===== config.mk =====
export PLATFORM = sky130hd
export DESIGN_NAME = stream_mux_nto1
export DESIGN_NICKNAME = d
export VERILOG_FILES = /design/src/rtl/stream_mux_pkg.sv /design/src/rtl/rr_arbiter.sv /design/src/rtl/stream_mux_nto1.sv
export SDC_FILE = /design/constraint.sdc
export NUM_CORES = 1
export LEC_CHECK = 0
export ABC_AREA = 1
export ABC_CLOCK_PERIOD_IN_PS = 880
export BUFFER_PORTS_ARGS = -buffer_cell sky130_fd_sc_hd__buf_2
export CAP_MARGIN = 20
export CELL_PAD_IN_SITES_DETAIL_PLACEMENT = 0
export CELL_PAD_IN_SITES_GLOBAL_PLACEMENT = 1
export CORE_MARGIN = 4
export CORE_UTILIZATION = 22
export DETAILED_ROUTE_END_ITERATION = 6
export PLACE_DENSITY = 0.76
export SLEW_MARGIN = 30
export SYNTH_ARGS = -nofsm -noshare
export SYNTH_HDL_FRONTEND = slang
export SYNTH_SLANG_ARGS = --single-unit

===== constraint.sdc =====
create_clock -name clk -period 0.88 [get_ports clk]
set_input_delay 0.132 -clock clk [delete_from_list [all_inputs] [get_ports clk]]
set_output_delay 0.132 -clock clk [all_outputs]
set_load 0.005 [all_outputs]

===== src/rtl/stream_mux_pkg.sv =====
// stream_mux_pkg: shared constants and helpers for the N-to-1 stream mux.
// Holds the mode encoding and a channel-slice extractor for packed buses.
package stream_mux_pkg;

    // Encoding of the mode input.
    localparam logic MODE_FIXED = 1'b0;
    localparam logic MODE_RR    = 1'b1;

    // Widest packed input bus the slice helper handles (N_CH*WIDTH).
    localparam int BUS_MAX_W = 1024;

    // Returns channel ch of a bus packed as ch*width +: width.
    // The result is right-aligned and the bits above width are cleared.
    // Callers cast the result down to their own data width.
    function automatic logic [BUS_MAX_W-1:0] ch_slice(
        input logic [BUS_MAX_W-1:0] bus,
        input int                   ch,
        input int                   width
    );
        logic [BUS_MAX_W-1:0] mask;
        mask = ~({BUS_MAX_W{1'b1}} << width);
        return (bus >> (ch * width)) & mask;
    endfunction

endpackage


===== src/rtl/rr_arbiter.sv =====
// rr_arbiter: round-robin grant over a request vector.
// ptr holds the last granted channel; the search starts at ptr+1 and wraps.
// advance is pulsed by the parent on a transfer and moves ptr to the grant.
module rr_arbiter #(
    parameter  int N_CH  = 4,
    localparam int SEL_W = $clog2(N_CH)
) (
    input  logic             clk,
    input  logic             rst_n,
    input  logic [N_CH-1:0]  req,
    input  logic             advance,
    output logic [SEL_W-1:0] grant_idx,
    output logic             grant_valid
);

    logic [SEL_W-1:0] ptr_q;
    logic [SEL_W-1:0] ptr_d;

    // First requester at or after ptr+1, wrapping modulo N_CH.
    always_comb begin
        grant_idx   = '0;
        grant_valid = 1'b0;
        for (int i = 1; i <= N_CH; i++) begin
            if (!grant_valid && req[(int'(ptr_q) + i) % N_CH]) begin
                grant_valid = 1'b1;
                grant_idx   = SEL_W'((int'(ptr_q) + i) % N_CH);
            end
        end
    end

    // ptr follows the grant only when a beat actually moved.
    always_comb begin
        ptr_d = ptr_q;
        if (advance) begin
            ptr_d = grant_idx;
        end
    end

    // ptr resets to the last channel so channel 0 has first priority.
    always_ff @(posedge clk or negedge rst_n) begin
        if (!rst_n) begin
            ptr_q <= SEL_W'(N_CH - 1);
        end else begin
            ptr_q <= ptr_d;
        end
    end

endmodule


===== src/rtl/stream_mux_nto1.sv =====
// stream_mux_nto1: N-to-1 streaming multiplexer with one registered output stage.
// Optional round-robin arbitration is compiled in with STREAM_MUX_RR_EN;
// without it the mode port is ignored and only fixed select exists.
//
// Handshake: a beat moves on a rising edge when valid and ready are both high
// on that channel. in_ready is combinational from load_en and the grant, never
// from the same channel's in_valid; out_valid/out_data/out_ch hold steady while
// out_valid is high and out_ready is low.
module stream_mux_nto1
    import stream_mux_pkg::*;
#(
    parameter  int N_CH  = 4,
    parameter  int WIDTH = 4,
    localparam int SEL_W = $clog2(N_CH)
) (
    input  logic                  clk,
    input  logic                  rst_n,
    input  logic                  mode,
    input  logic [SEL_W-1:0]      sel,
    input  logic [N_CH-1:0]       in_valid,
    input  logic [N_CH*WIDTH-1:0] in_data,
    output logic [N_CH-1:0]       in_ready,
    output logic                  out_valid,
    output logic [WIDTH-1:0]      out_data,
    output logic [SEL_W-1:0]      out_ch,
    input  logic                  out_ready
);

    logic             out_valid_q, out_valid_d;
    logic [WIDTH-1:0] out_data_q,  out_data_d;
    logic [SEL_W-1:0] out_ch_q,    out_ch_d;

    logic             load_en;
    logic [SEL_W-1:0] grant_idx;
    logic             grant_valid;
    logic             transfer;
    logic [WIDTH-1:0] grant_data;

`ifdef STREAM_MUX_RR_EN
    logic [SEL_W-1:0] arb_idx;
    logic             arb_valid;

    rr_arbiter #(
        .N_CH (N_CH)
    ) u_rr_arbiter (
        .clk         (clk),
        .rst_n       (rst_n),
        .req         (in_valid),
        .advance     (transfer && (mode == MODE_RR)),
        .grant_idx   (arb_idx),
        .grant_valid (arb_valid)
    );
`else
    logic unused_mode;
    assign unused_mode = mode;
`endif

    // The output register can take a beat when empty or draining this cycle.
    assign load_en = !out_valid_q || out_ready;

    // Grant selection: sel in fixed mode (none when out of range), arbiter in RR.
    always_comb begin
        grant_idx   = sel;
        grant_valid = (int'(sel) < N_CH);
`ifdef STREAM_MUX_RR_EN
        if (mode == MODE_RR) begin
            grant_idx   = arb_idx;
            grant_valid = arb_valid;
        end
`endif
    end

    // Ready goes only to the granted channel, gated by load_en.
    always_comb begin
        in_ready = '0;
        for (int i = 0; i < N_CH; i++) begin
            in_ready[i] = load_en && grant_valid && (int'(grant_idx) == i);
        end
    end

    // A transfer needs a grant, room in the register and the granted valid.
    always_comb begin
        transfer   = grant_valid && load_en && in_valid[grant_idx];
        grant_data = WIDTH'(ch_slice(BUS_MAX_W'(in_data), int'(grant_idx), WIDTH));
    end

    // Next output register contents: load on transfer, clear valid on bare drain.
    always_comb begin
        out_valid_d = out_valid_q;
        out_data_d  = out_data_q;
        out_ch_d    = out_ch_q;
        if (transfer) begin
            out_valid_d = 1'b1;
            out_data_d  = grant_data;
            out_ch_d    = grant_idx;
        end else if (out_valid_q && out_ready) begin
            out_valid_d = 1'b0;
        end
    end

    // Output register stage; reset drops any held beat immediately.
    always_ff @(posedge clk or negedge rst_n) begin
        if (!rst_n) begin
            out_valid_q <= 1'b0;
            out_data_q  <= '0;
            out_ch_q    <= '0;
        end else begin
            out_valid_q <= out_valid_d;
            out_data_q  <= out_data_d;
            out_ch_q    <= out_ch_d;
        end
    end

    assign out_valid = out_valid_q;
    assign out_data  = out_data_q;
    assign out_ch    = out_ch_q;

endmodule


Word-level counts from Yosys, hierarchy flattened. Cells that the tools add are included.

Bits in registers: 7. Input bits: 26. Output and inout port bits: 11.

Order comparisons: 1. Equal/unequal tests: 3. Shifts and indexed selects: 1. Mux-type cells: 4. Reductions and logical operators: 10.

Operator list (count): $shr A16 B4 Y4 (1); $logic_and A1 B1 Y1 (6); $eq A2 B2 Y1 const B (2); $lt A2 B3 Y1 const B (1); $mux W1 (3); $bmux W1 S2 (1); $eq A2 B1 Y1 const B (1); $logic_not A2 Y1 (1); $reduce_bool A2 Y1 (1); $logic_not A1 Y1 (1); $logic_or A1 B1 Y1 (1).

Logic depth before layout (Yosys ltp).
Depth after elaboration: 4. Mapped depth: 8.

Least setup slack after synthesis. OpenSTA, ideal clock, no wires.

Kind: reg-to-reg. Start point: reg out_valid_q, in the netlist out_valid. End point: reg out_valid_q, in the netlist out_valid. Arrival time: 0.872 ns. Required time: 0.759 ns. Slack: -0.112 ns. Stages on the path, launching flop included: 6. Cell sequence: dfrtp_1 > inv_1 > nor2_1 > inv_2 > nand2_4 > nand2_1.

Word-level cells in the longest chain between the ends: 4. Elaborated cells between the ends (all ways): 6. Those cells by class: 1 x mux; 5 x reduce/logical.

RTL lines: start: declaration (RTL line stream_mux_nto1.sv:29) `logic out_valid_q, out_valid_d;`; start signal: assignment (RTL line stream_mux_nto1.sv:108) `out_valid_q <= out_valid_d;`; $logic_not A1 Y1 (RTL line stream_mux_nto1.sv:59) `assign load_en = !out_valid_q || out_ready;`; $logic_or A1 B1 Y1 (RTL line stream_mux_nto1.sv:59); $logic_and A1 B1 Y1 (RTL line stream_mux_nto1.sv:83) `transfer = grant_valid && load_en && in_valid[grant_idx];`; $mux W1 or $reduce_bool A2 Y1 (tied branches).

Parallel ways exist; a longest one is shown, timed or not. A chain may end at the register's enable or synchronous reset.

Final worst setup path.
Start point: reg out_valid_q, in the netlist out_valid. End point: out in_ready[2].

Word-level cells in the longest chain between the ends: 3.

RTL lines: $logic_not A1 Y1 (RTL line stream_mux_nto1.sv:59); $logic_or A1 B1 Y1 (RTL line stream_mux_nto1.sv:59); $logic_and A1 B1 Y1 (RTL line stream_mux_nto1.sv:77) `in_ready[i] = load_en && grant_valid && (int'(grant_idx) == i);`; end: declaration (RTL line stream_mux_nto1.sv:22) `output logic [N_CH-1:0] in_ready,`.

Every way passes these cells.

==> results.toml <==
[detailed_routing]
wl_per_cell_um = 9.60
dr_total_vias = 655
viasPerCell = 4.09
drtIter0Drc = 19
ant_nets = 0
drt_first_pass_iters = 4
routed_wl_um = 1540
route.detailed.drc = 0

[worst_hold_path]
hp-class = "in2async"

[worst_setup_path]
critPathKind = "reg2out"
worstSetupEndpoint = "in_ready[2]"
worstReg2RegStart = "out_valid"
cpPeakStageDelay_ns = 0.38
critPathLaunch = "out_valid"
cp_max_fo = 5
cp.required_ns = 0.75
cp-end-kind = "output port"
cp-start-kind = "flip-flop"
reg2regPathDepth = 7
cp_slowest_cell = "dfrtp_1"
cp.depth = 4
reg2reg_to = "out_ch[1]"
cp_top_family = "flip-flops"
r2r_slack_ns = -0.13
worstPathCellList = "inv_2 -> nor2_4 -> nor3_2 -> buf_2"
arrival_ns = 0.99
critPathBufInv = 2

[clocking]
clock_latency_ns = 0.26
cts.htree.levels = 1
numClockSinks = 7
cts_tree = "yes"
cts-buffers-inserted = 3
cts_root_buf = "clkbuf_4"
clockBufferDepth = 2
cts.clk_slew.worst_paths_ns = 0.05

[timing]
setup_viol = 18
final_hold_viol_count = 0
finalWorstSetupSlack_ns = -0.239
post-route-period-util_pct = 127
worst_pin_slew_ns = 0.176
rsz0062_at_grt = "yes"
post-route-min-period_ns = 1.12
fin_skew_ns = 0.00138
slew_viol_final = 0
slew_headroom_pct = 88.3
tns_ns = -1.88
fmax_mhz = 893

[cells_and_area]
layout_commonest_cell = "nand2_1"
layout_common_cells = "53 x nand2_1, 35 x buf_2, 10 x buf_4"
area_growth_pct = 64.4
nets = 159
drive_gt1_share_pct = 48.5
n_antenna_cell = 0
fillers = 251

[synth]
syn-instance-count = 84
seq_area_frac_synth_pct = 33.4
syn-cell-area_um2 = 524
synth.distinct_cells = 10
syn_nets = 110
synth_seq_cells = 7
yosysWarnings = 0
syn_avg_cell_area_um2 = 6.24

[place]
io_buffers = 35
gp_congestion = 0.727
dp_hpwl_um = 1210

[power]
power_mw = 1.22
p_leak_nw = 0.531
vdd_drop_max_mv = 0.464
power_density_nw_per_um2 = 1420

[global_routing]
grt_pass1_wl_um = 2550
grtUsageMet2_pct = 18.0
overflow = 0
use_met1_pct = 10.2
grt_pass1_vias = 622
grt_max_degree = 11
antenna_found_initial = 0
busiest_layer = "met2"
track_usage_pct = 10.1
use_met3_pct = 2.99

[die]
die_area_um2 = 3230
rows = 17
core_area_um2 = 2230
die_h_um = 56.8
initial_core_util_pct = 23.5
die_w_um = 56.8
boundaryPins = 37

[outcome]
status = "finished, violations left"
violations = "setup timing"

[run]
drv_cap = 0
state kept, by name, summed over array words and instances, names as in the netlist:
name / count
out_valid: 1
out_data: 4
out_ch: 2
synth_stat cells:
master	number	area, um^2
buf_6	3	33.8
dfrtp_1	7	175
inv_1	1	3.75
inv_2	3	11.3
nand2_1	53	199
nand2_2	4	25.0
nand2_4	2	22.5
nand3_1	6	30.0
nor2_1	1	3.75
nor3_1	4	20.0
cells by family after synthesis:
logic type    synth area share [%]
buf+inv                       9.31
flops                         33.4
simple gates                  57.3
per-stage QoR:
step                      instance area, um^2  setup WS [ns]  utilization, %  cells  hold slack, ns
after global routing                      862         -0.285            38.6    160           0.242
after floorplan                           534         0.0181               -     84          -0.164
after global placement                    753        -0.0542            33.7    148         -0.0341
after CTS                                 827         -0.258            37.0    156           0.238
final                                     862         -0.239            38.6    160           0.236
after detailed placement                  753        -0.0627            33.7    148         -0.0294
metal layers:
layer | up-vias | share of wire, %
met3 | 4 | 8.8
met1 | 273 | 40
met4 | 0 | 2.5
met2 | 25 | 49
met5 | - | 0
li1 | 353 | -
timing repair:
action,4_1_cts,5_1_grt
pin swaps,1,1
gates resized for setup,4,1
hold buffers,1,0
endpoints found under the hold margin,7,0
setup buffers,3,4
setup endpoints to repair,18,18
how the worst min path moves through the flow:
stage	from	end
2_1_floorplan	rst_n	out_ch[0]
3_5_place_dp	rst_n	out_data[1]
6_report	rst_n	out_data[1]
4_1_cts	rst_n	out_data[1]
5_1_grt	rst_n	out_data[1]
3_3_place_gp	rst_n	out_data[1]
report_power, final:
part           leakage [nW]  switching, mW  internal (mW)
Clock                0.0150          0.127          0.174
Sequential           0.0871         0.0341          0.390
Combinational         0.429          0.235          0.262
cell type report:
| type | count | area [um^2] | share of cell area, % |
|---|---|---|---|
| multi-input cells | 70 | 328 | 38.0 |
| repair buffers | 47 | 280 | 32.5 |
| flip-flops and latches | 7 | 175 | 20.3 |
| well taps | 28 | 35.0 | 4.06 |
| clock buffers | 4 | 26.3 | 3.05 |
| inverters | 4 | 17.5 | 2.03 |
(Power assumes the default switching activity.)
